## config.mk

```make
export PLATFORM = sky130hd
export DESIGN_NAME = health_bar
export DESIGN_NICKNAME = d
export VERILOG_FILES = /design/src/rtl/health_bar.sv
export SDC_FILE = /design/constraint.sdc
export NUM_CORES = 1
export LEC_CHECK = 0
export ABC_AREA = 0
export CAP_MARGIN = 15
export CORE_MARGIN = 4
export CORE_UTILIZATION = 45
export DETAILED_ROUTE_END_ITERATION = 16
export PLACE_DENSITY = 0.74
export SYNTH_ARGS = -nofsm -noshare
export SYNTH_HDL_FRONTEND = slang
export SYNTH_SLANG_ARGS = --single-unit
export TNS_END_PERCENT = 100
```

## constraint.sdc

```tcl
create_clock -name clk -period 2.2 [get_ports clk]
set_input_delay 0.22 -clock clk [delete_from_list [all_inputs] [get_ports clk]]
set_output_delay 0.22 -clock clk [all_outputs]
set_load 0.02 [all_outputs]
```

## src/rtl/health_bar.sv

```systemverilog
// Heart-row health overlay: APB-captured health applied on frame pulses,
// lost hearts blink before vanishing; registered one-bit pixel output.
module health_bar #(
   parameter int MAX_HEARTS   = 5,
   parameter int SCALE        = 6,
   parameter int GAP          = 6,
   parameter int BLINK_FRAMES = 8,
   localparam int HW          = $clog2(MAX_HEARTS + 1)
) (
   input  logic          clk,
   input  logic          res,
   input  logic          write_en0,
   input  logic          right_addr,
   input  logic [31:0]   pwdata,
   input  logic          animate,
   input  logic [9:0]    x,
   input  logic [8:0]    y,
   input  logic [9:0]    x0,
   input  logic [8:0]    y0,
   output logic          h,
   output logic [HW-1:0] health,
   output logic          blinking,
   output logic          dead
);

   localparam int WID   = 9 * SCALE;
   localparam int HGT   = 7 * SCALE;
   localparam int PITCH = WID + GAP;

   localparam logic [HW-1:0] MAXH = HW'(MAX_HEARTS);
   localparam logic [7:0]    BF   = 8'(BLINK_FRAMES);

   typedef enum logic {
      IDLE,
      BLINK
   } state_t;

   state_t          state;
   logic [HW-1:0]   req;
   logic [HW-1:0]   shown;
   logic [HW-1:0]   lost_hi;
   logic [7:0]      cnt;
   logic [HW-1:0]   wr_val;
   logic            unused_pwdata;

   assign unused_pwdata = ^pwdata[31:HW];
   assign wr_val = (pwdata[HW-1:0] > MAXH) ? MAXH : pwdata[HW-1:0];

   always_ff @(posedge clk or negedge res) begin
      if (!res) begin
         req <= MAXH;
      end else if (write_en0 && right_addr) begin
         req <= wr_val;
      end
   end

   always_ff @(posedge clk or negedge res) begin
      if (!res) begin
         state   <= IDLE;
         shown   <= MAXH;
         lost_hi <= MAXH;
         cnt     <= '0;
      end else if (animate) begin
         unique case (state)
            IDLE: begin
               if (req < shown) begin
                  lost_hi <= shown;
                  shown   <= req;
                  cnt     <= BF;
                  state   <= BLINK;
               end else if (req > shown) begin
                  shown <= req;
               end
            end
            BLINK: begin
               if (req >= lost_hi) begin
                  shown <= req;
                  state <= IDLE;
               end else if (req < shown) begin
                  shown <= req;
                  cnt   <= BF;
               end else begin
                  // partial heal keeps counting; still-lost hearts keep blinking
                  shown <= req;
                  cnt   <= cnt - 8'd1;
                  if (cnt == 8'd1) begin
                     state   <= IDLE;
                     lost_hi <= req;
                  end
               end
            end
            default: ;
         endcase
      end
   end

   assign health   = shown;
   assign blinking = (state == BLINK);
   assign dead     = (state == IDLE) && (shown == '0);

   function automatic logic cell_lit(
      input logic [10:0] dx,
      input logic [9:0]  dy
   );
      logic [3:0] col;
      logic [2:0] row;
      logic [8:0] mask;
      col = '0;
      row = '0;
      for (int c = 1; c < 9; c++) begin
         if (dx >= 11'(c * SCALE)) col = col + 4'd1;
      end
      for (int r = 1; r < 7; r++) begin
         if (dy >= 10'(r * SCALE)) row = row + 3'd1;
      end
      case (row)
         3'd0:    mask = 9'h010;
         3'd1:    mask = 9'h038;
         3'd2:    mask = 9'h07c;
         3'd3:    mask = 9'h0fe;
         3'd4:    mask = 9'h1ff;
         3'd5:    mask = 9'h1ef;
         3'd6:    mask = 9'h0c6;
         default: mask = 9'h000;
      endcase
      return mask[col];
   endfunction

   logic [MAX_HEARTS-1:0] vis;
   logic [MAX_HEARTS-1:0] on;
   logic [9:0]            dy;
   logic                  y_in;

   always_comb begin
      vis = '0;
      for (int k = 0; k < MAX_HEARTS; k++) begin
         if (HW'(k) < shown) begin
            vis[k] = 1'b1;
         end else if (state == BLINK && HW'(k) < lost_hi) begin
            vis[k] = cnt[0];
         end
      end
   end

   assign dy   = {1'b0, y} - {1'b0, y0};
   assign y_in = ({1'b0, y} >= {1'b0, y0}) && (dy < 10'(HGT));

   for (genvar k = 0; k < MAX_HEARTS; k++) begin : g_heart
      logic [10:0] ox;
      logic [10:0] dx;
      // origins past the screen edge simply never match; no wrap
      assign ox = {1'b0, x0} + 11'(k * PITCH);
      assign dx = {1'b0, x} - ox;
      assign on[k] = vis[k] & y_in
                   & ({1'b0, x} >= ox)
                   & (dx < 11'(WID))
                   & cell_lit(dx, dy);
   end

   always_ff @(posedge clk or negedge res) begin
      if (!res) begin
         h <= 1'b0;
      end else begin
         h <= |on;
      end
   end

endmodule
```

Word level (Yosys, flattened, before mapping)
Cells that the tools add are included.

operators by class
  add/subtract/negate cells = 51
  $lt $le $gt $ge = 77
  equal/unequal tests = 12
  muxes and demuxes = 85
  bitwise logic cells = 21
  reductions and logical operators = 14

operator list
  kind                                                                 number
  greater-or-equal comparator 11 x 5 -> 1 bit (second input constant)  15
  greater-or-equal comparator 11 x 6 -> 1 bit (second input constant)  15
  adder 4 x 1 -> 4 bit (second input constant)                         35
  two-way mux 4 bit                                                    35
  one-hot mux 9 bit (7 select lines)                                   1
  greater-or-equal comparator 11 x 3 -> 1 bit (second input constant)  5
  greater-or-equal comparator 11 x 4 -> 1 bit (second input constant)  5
  less-than comparator 11 x 6 -> 1 bit (second input constant)         5
  greater-or-equal comparator 10 x 11 -> 1 bit                         4
  subtractor 10 x 11 -> 11 bit                                         4
  two-way mux 3 bit                                                    12
  greater-or-equal comparator 10 x 5 -> 1 bit (second input constant)  3
  less-than comparator 4 x 5 -> 1 bit (second input constant)          5
  two-way mux 1 bit                                                    25
  two-way mux 8 bit                                                    3
  adder 10 x 8 -> 11 bit (second input constant)                       2
  bitwise AND 1 bit                                                    20
  binary-select mux 1 bit (select 4 bit)                               5
  one-hot mux 8 bit (2 select lines)                                   1
  adder 3 x 1 -> 3 bit (second input constant)                         5
  less-than comparator 1 x 3 -> 1 bit (first input constant)           4
  less-than comparator 2 x 3 -> 1 bit (first input constant)           4
  one-hot mux 3 bit (2 select lines)                                   2
  adder 10 x 6 -> 11 bit (second input constant)                       1
  30 further kinds                                                     44

word-level totals
  register bits after elaboration = 19
  input bits = 75
  output and inout port bits = 6

Longest topological paths before layout
  depth after elaboration = 22
  mapped depth = 38
  gate-level depth less buffers = 37

Worst setup path before layout
No wires, ideal clock.

  path kind = input-to-reg
  from = input x0[5]
  to = register h
  arrival time = 7.201 ns
  required time = 2.067 ns
  setup slack = -5.133 ns
  cell stages on the path = 36
  buffers on the path = 1
  path through = inv_1 > ha_1 > or3b_1 > nand2_1 > xnor2_1 > ha_1 > nand2_1 > o21ai_0 > xor2_1 > or3_1 > a221oi_1 > nand2_1 > nor2_1 > o211ai_1 > ha_1 > buf_1 > xnor2_1 > ha_1 > mux2_2 > ha_1 > nand2_1 > o21ai_0 > ha_1 > a32o_1 > ha_1 > nor2_1 > a21oi_1 > ha_1 > xnor2_1 > o22ai_1 > xor2_1 > o21bai_1 > nand4_1 > o2111ai_1 > and4_1 > nand4b_1

between the ends
  cells in the longest elaborated chain, start to end = 22
  elaborated cells between the ends (all ways) = 160
  classes of those cells = add/sub: 44; order compare: 50; mux: 50; bitwise: 15; reduce/logical: 1

RTL lines
  item                                                  RTL line  RTL
  start, declared                                       18        input logic [9:0] x0,
  adder 10 x 6 -> 11 bit, or another cell as far along  152       assign ox = {1'b0, x0} + 11'(k * PITCH);
  subtractor 10 x 11 -> 11 bit                          153       assign dx = {1'b0, x} - ox;
  greater-or-equal comparator 11 x 3 -> 1 bit           111       if (dx >= 11'(c * SCALE)) col = col + 4'd1;
  two-way mux 1 bit                                     111
  adder 4 x 1 -> 4 bit                                  111
  two-way mux 4 bit                                     111
  adder 4 x 1 -> 4 bit                                  111
  two-way mux 4 bit                                     111
  [... 6 more ...]                                      n/a
  adder 4 x 1 -> 4 bit                                  111
  two-way mux 4 bit                                     111
  adder 4 x 1 -> 4 bit                                  111
  two-way mux 4 bit                                     111
  binary-select mux 1 bit (select 4 bit)                126       return mask[col];
  two-way mux 1 bit (implied by the code)               126
  bitwise AND 1 bit                                     157       & cell_lit(dx, dy);
  OR reduction 5 bit (*)                                164       h <= |on;
  end signal, assigned                                  164
  end, declared                                         20        output logic h,

Every way passes the cells marked *; elsewhere a longest branch is shown, timed or not. The select of a mux whose other input is x is not followed.
A chain may end at the register's enable or synchronous reset.

Worst setup path after layout
  from = input x[1]
  to = register h

between the ends
  cells in the longest elaborated chain, start to end = 21
  elaborated cells between the ends (all ways) = 156
  classes of those cells = add/sub: 40; order compare: 50; mux: 50; bitwise: 15; reduce/logical: 1

RTL lines
  item                                                                          RTL line  RTL
  start, declared                                                               16        input logic [9:0] x,
  subtractor 10 x 11 -> 11 bit or subtractor 10 x 10 -> 11 bit (tied branches)  153
  greater-or-equal comparator 11 x 3 -> 1 bit                                   111
  two-way mux 1 bit                                                             111
  adder 4 x 1 -> 4 bit                                                          111
  two-way mux 4 bit                                                             111
  adder 4 x 1 -> 4 bit                                                          111
  two-way mux 4 bit                                                             111
  adder 4 x 1 -> 4 bit                                                          111
  [... 5 more ...]                                                              n/a
  adder 4 x 1 -> 4 bit                                                          111
  two-way mux 4 bit                                                             111
  adder 4 x 1 -> 4 bit                                                          111
  two-way mux 4 bit                                                             111
  binary-select mux 1 bit (select 4 bit)                                        126
  two-way mux 1 bit (implied by the code)                                       126
  bitwise AND 1 bit                                                             157
  OR reduction 5 bit (*)                                                        164

Marks and branches as above.

==> impl_metrics.csv <==
group,metric,value,unit
die,initial_utilization,46.3,%
yosys,ys_seq_area_share,5.29,%
worst_setup_path,critical_path.top_delay_family,"adder cells",
clock_network,cts_root_buffer,"clkbuf_16",
place,port_buffers,51,
sta,max_slew_margin,52.0,%
grt,grt_overflow,0,
worst_setup_path,arrival,7.33,ns
die,io_pins,81,
yosys,synth_seq_cells,19,
pwr,power.total,9.59,mW
clock_network,cts_buffers,3,
die,rows,51,
sta,hold_viol,0,
final_layout,final_core_util,73.8,%
clock_network,cts_hold_buffers,0,
sta,layout_setup_ws,-4.93,ns
yosys,ys_async_sr_fraction,100,%
yosys,avgSynthCellArea,7.28,µm²
grt,grt_antenna_before_repair,1,
yosys,syn_nets,1434,
final_layout,syn2layout_area_growth,59.4,%
run_status,outcome,"finished, violations left",
sta,worstMarginPinSlew,0.716,ns
yosys,synth_edf_count,0,
sta,rsz0062_at_grt,"true",
worst_setup_path,crit_type,"in2reg",
yosys,synth_top_area_cell,"ha_1",
drt,drc_errors,0,
clock_network,clock_sinks,19,
sta,max_freq,0.140,GHz
yosys,synth_top_area_share,14.0,%
drt,drt_iter0_drc,1111,
die,die_w,150,µm
pwr,p_per_area,659,nW/µm²
worst_setup_path,cp-end-kind,"flop",
clock_network,path_clk_slew,0.06,ns
drt,ant_nets,0,
sta,skew,0.00184,ns
final_layout,nNetsFinal,1961,
yosys,syn_inst,1255,
final_layout,final_cells,2047,
job,cap_violations,0,
pwr,ir_worst_vdd,0.455,mV
sta,fin_crit_sh,324,%
worst_setup_path,path_max_fanout,5,
grt,grt_max_degree,14,
yosys,yosysWarnings,0,
sta,holdWs,0.261,ns
worst_setup_path,start_kind,"input port",
sta,drv_slew,0,
place,hpwl,25.7,mm
grt,grt_pass1_vias,11700,
drt,vias,12400,
worst_setup_path,crit_buf_inv,4,
yosys,yosysUniqueCellTypes,120,
hold_path,hold_path.class,"in2async",
clock_network,tritoncts,"built",
yosys,synth_area_leaders,"ha_1 14%, xnor2_1 6.5%, nor2_1 4.4%",
yosys,netlist_area,9130,µm²
sta,setup_viol,7,
clock_network,clock_path_buffers,2,
final_layout,drive_gt1_share,40.7,%
pwr,p_leak,6.64,nW
sta,finalCriticalPeriod,7.13,ns
die,dieArea,22600,µm²
worst_setup_path,slowest_delay,0.56,ns
run_status,violations,"negative setup slack",
place,routabilityCongestion,0.995,
grt,grt_use_total,27.5,%
clock_network,clkLatencyLatePin,0.26,ns
clock_network,htreeDepth,1,
die,fp.dieH,150,µm
drt,routedWlPerCell,17.9,µm
place,dp_cells,2000,
drt,drt_wl_total,36.6,mm
worst_setup_path,required,2.40,ns
die,coreArea,19700,µm²
yosys,synthFlopType,"dfrtp_1",
drt,via_per_inst,6.05,
worst_setup_path,slowest_stage,"clkdlybuf4s50_1",
drt,dr.pass1.iters,6,
grt,grt_pass1_wl,53.1,mm
[Yosys cell counts, types with 12 or more instances]
library cell / n
a211oi_1: 21
a21o_1: 15
a21oi_1: 73
a31oi_1: 17
and2_1: 15
clkbuf_1: 18
dfrtp_1: 13
ha_1: 102
inv_1: 73
mux2_2: 20
mux2i_1: 25
nand2_1: 102
nand2b_1: 24
nand3_1: 44
nand4_1: 18
nor2_1: 108
nor2b_1: 22
nor3_1: 33
nor3b_1: 12
o211ai_1: 17
o21a_1: 12
o21ai_0: 68
o31ai_1: 13
or3_1: 14
xnor2_1: 68
xor2_1: 39
[stage by stage]
stage	instance area [µm²]	setup WS, ns	TNS [ns]
floorplan	9480	-4.48	-4.48
global placement	13600	-5.10	-5.10
detailed placement	13600	-5.42	-5.66
CTS	14100	-4.58	-4.58
global route	14600	-5.19	-5.67
finish	14600	-4.93	-5.24
[cell usage in the layout, fill, tap and decap left out, drive strengths merged, types with 12 or more instances in the layout]
cell type	instances
o21a	13
o31ai	16
nor3	36
a31oi	18
mux2	22
a21o	16
and2	17
buf	516
o21ai	75
dfrtp	13
xnor2	74
xor2	39
nand2	105
nand2b	25
and3	12
nand3	47
a21oi	74
inv	73
ha	102
nand4	18
nor4	13
o211ai	18
nor2	108
nor2b	22
mux2i	28
clkdlybuf4s50	43
or3	14
nor3b	13
a211oi	23
[where the power goes]
group	total [mW]	internal (mW)	switching [mW]
Clock	0.408	0.247	0.161
Combinational	8.53	4.21	4.33
Sequential	0.652	0.488	0.164
Total	9.59	4.94	4.65
[sequential cells by signal (all words and copies together), names as in the netlist]
register and count:
h 1, lost_hi 3, req 3, health 3, cnt 8, blinking 1
[area by class of cell]
cell class                 instances  area, µm²
multi-input combinational       1117       8940
sequential                        19        484
fill                            1365       5160
clock inverter                     1       7.51
antenna                            1       2.50
clock buffer                       3       75.1
tap                              265        332
inverter                          75        294
timing repair buffer             566       4430
[final timing paths]
| path | from | to | slack [ns] | cells after the start |
|---|---|---|---|---|
| worst min-delay path | res | lost_hi[1] | 0.26 | 1 |
| worst max register to register | health[2] | h | -0.26 | 10 |
| max in group asynchronous | res | health[2] | 1.35 | 2 |
| worst max-delay path | x[1] | h | -4.93 | 35 |
| worst min register to register | cnt[7] | cnt[7] | 0.51 | 1 |
| min in group clk | cnt[7] | cnt[7] | 0.51 | 1 |
[layer usage]
metal / vias up / track usage (%) / wire length, µm
met5: - / 0 / 0
met2: 618 / 50.2 / 17300
met4: 0 / 8.97 / 2370
li1: 5737 / - / -
met3: 243 / 1.57 / 2300
met1: 5795 / 34.3 / 14600
[cells by family (layout without fill, tap and decap cells)]
group                      count (synthesis)  in the layout  synth area share, %
DFF                                       19             19                 5.29
AOI/OAI and AO/OA                        368            368                 28.3
muxes                                     50             50                 6.04
and+or+nand+nor                          480            480                 28.4
adders and majority gates                105            105                 14.5
other                                      0              1                    0
xor gates and xnor gates                 114            114                 11.8
buffers and inverters                    119            645                 5.58
[timing repair]
| action | CTS | global route |
|---|---|---|
| endpoints found under the setup margin | 9 | 12 |
| buffers inserted | 20 | 22 |
| resized for setup | 60 | 81 |
| pin swaps | 43 | 60 |
[worst reg2reg max path, stage by stage, from the launching register on]
cell and delay [ns]:
dfstp_2 0.58, buf_4 0.15, a31oi_1 0.06, buf_4 0.19, a311o_1 0.37, nor4_1 0.36, nand2_1 0.11, nor3b_1 0.24
a32oi_1 0.08, and4_1 0.19, nand4b_1 0.07
(Power assumes the default switching activity.)
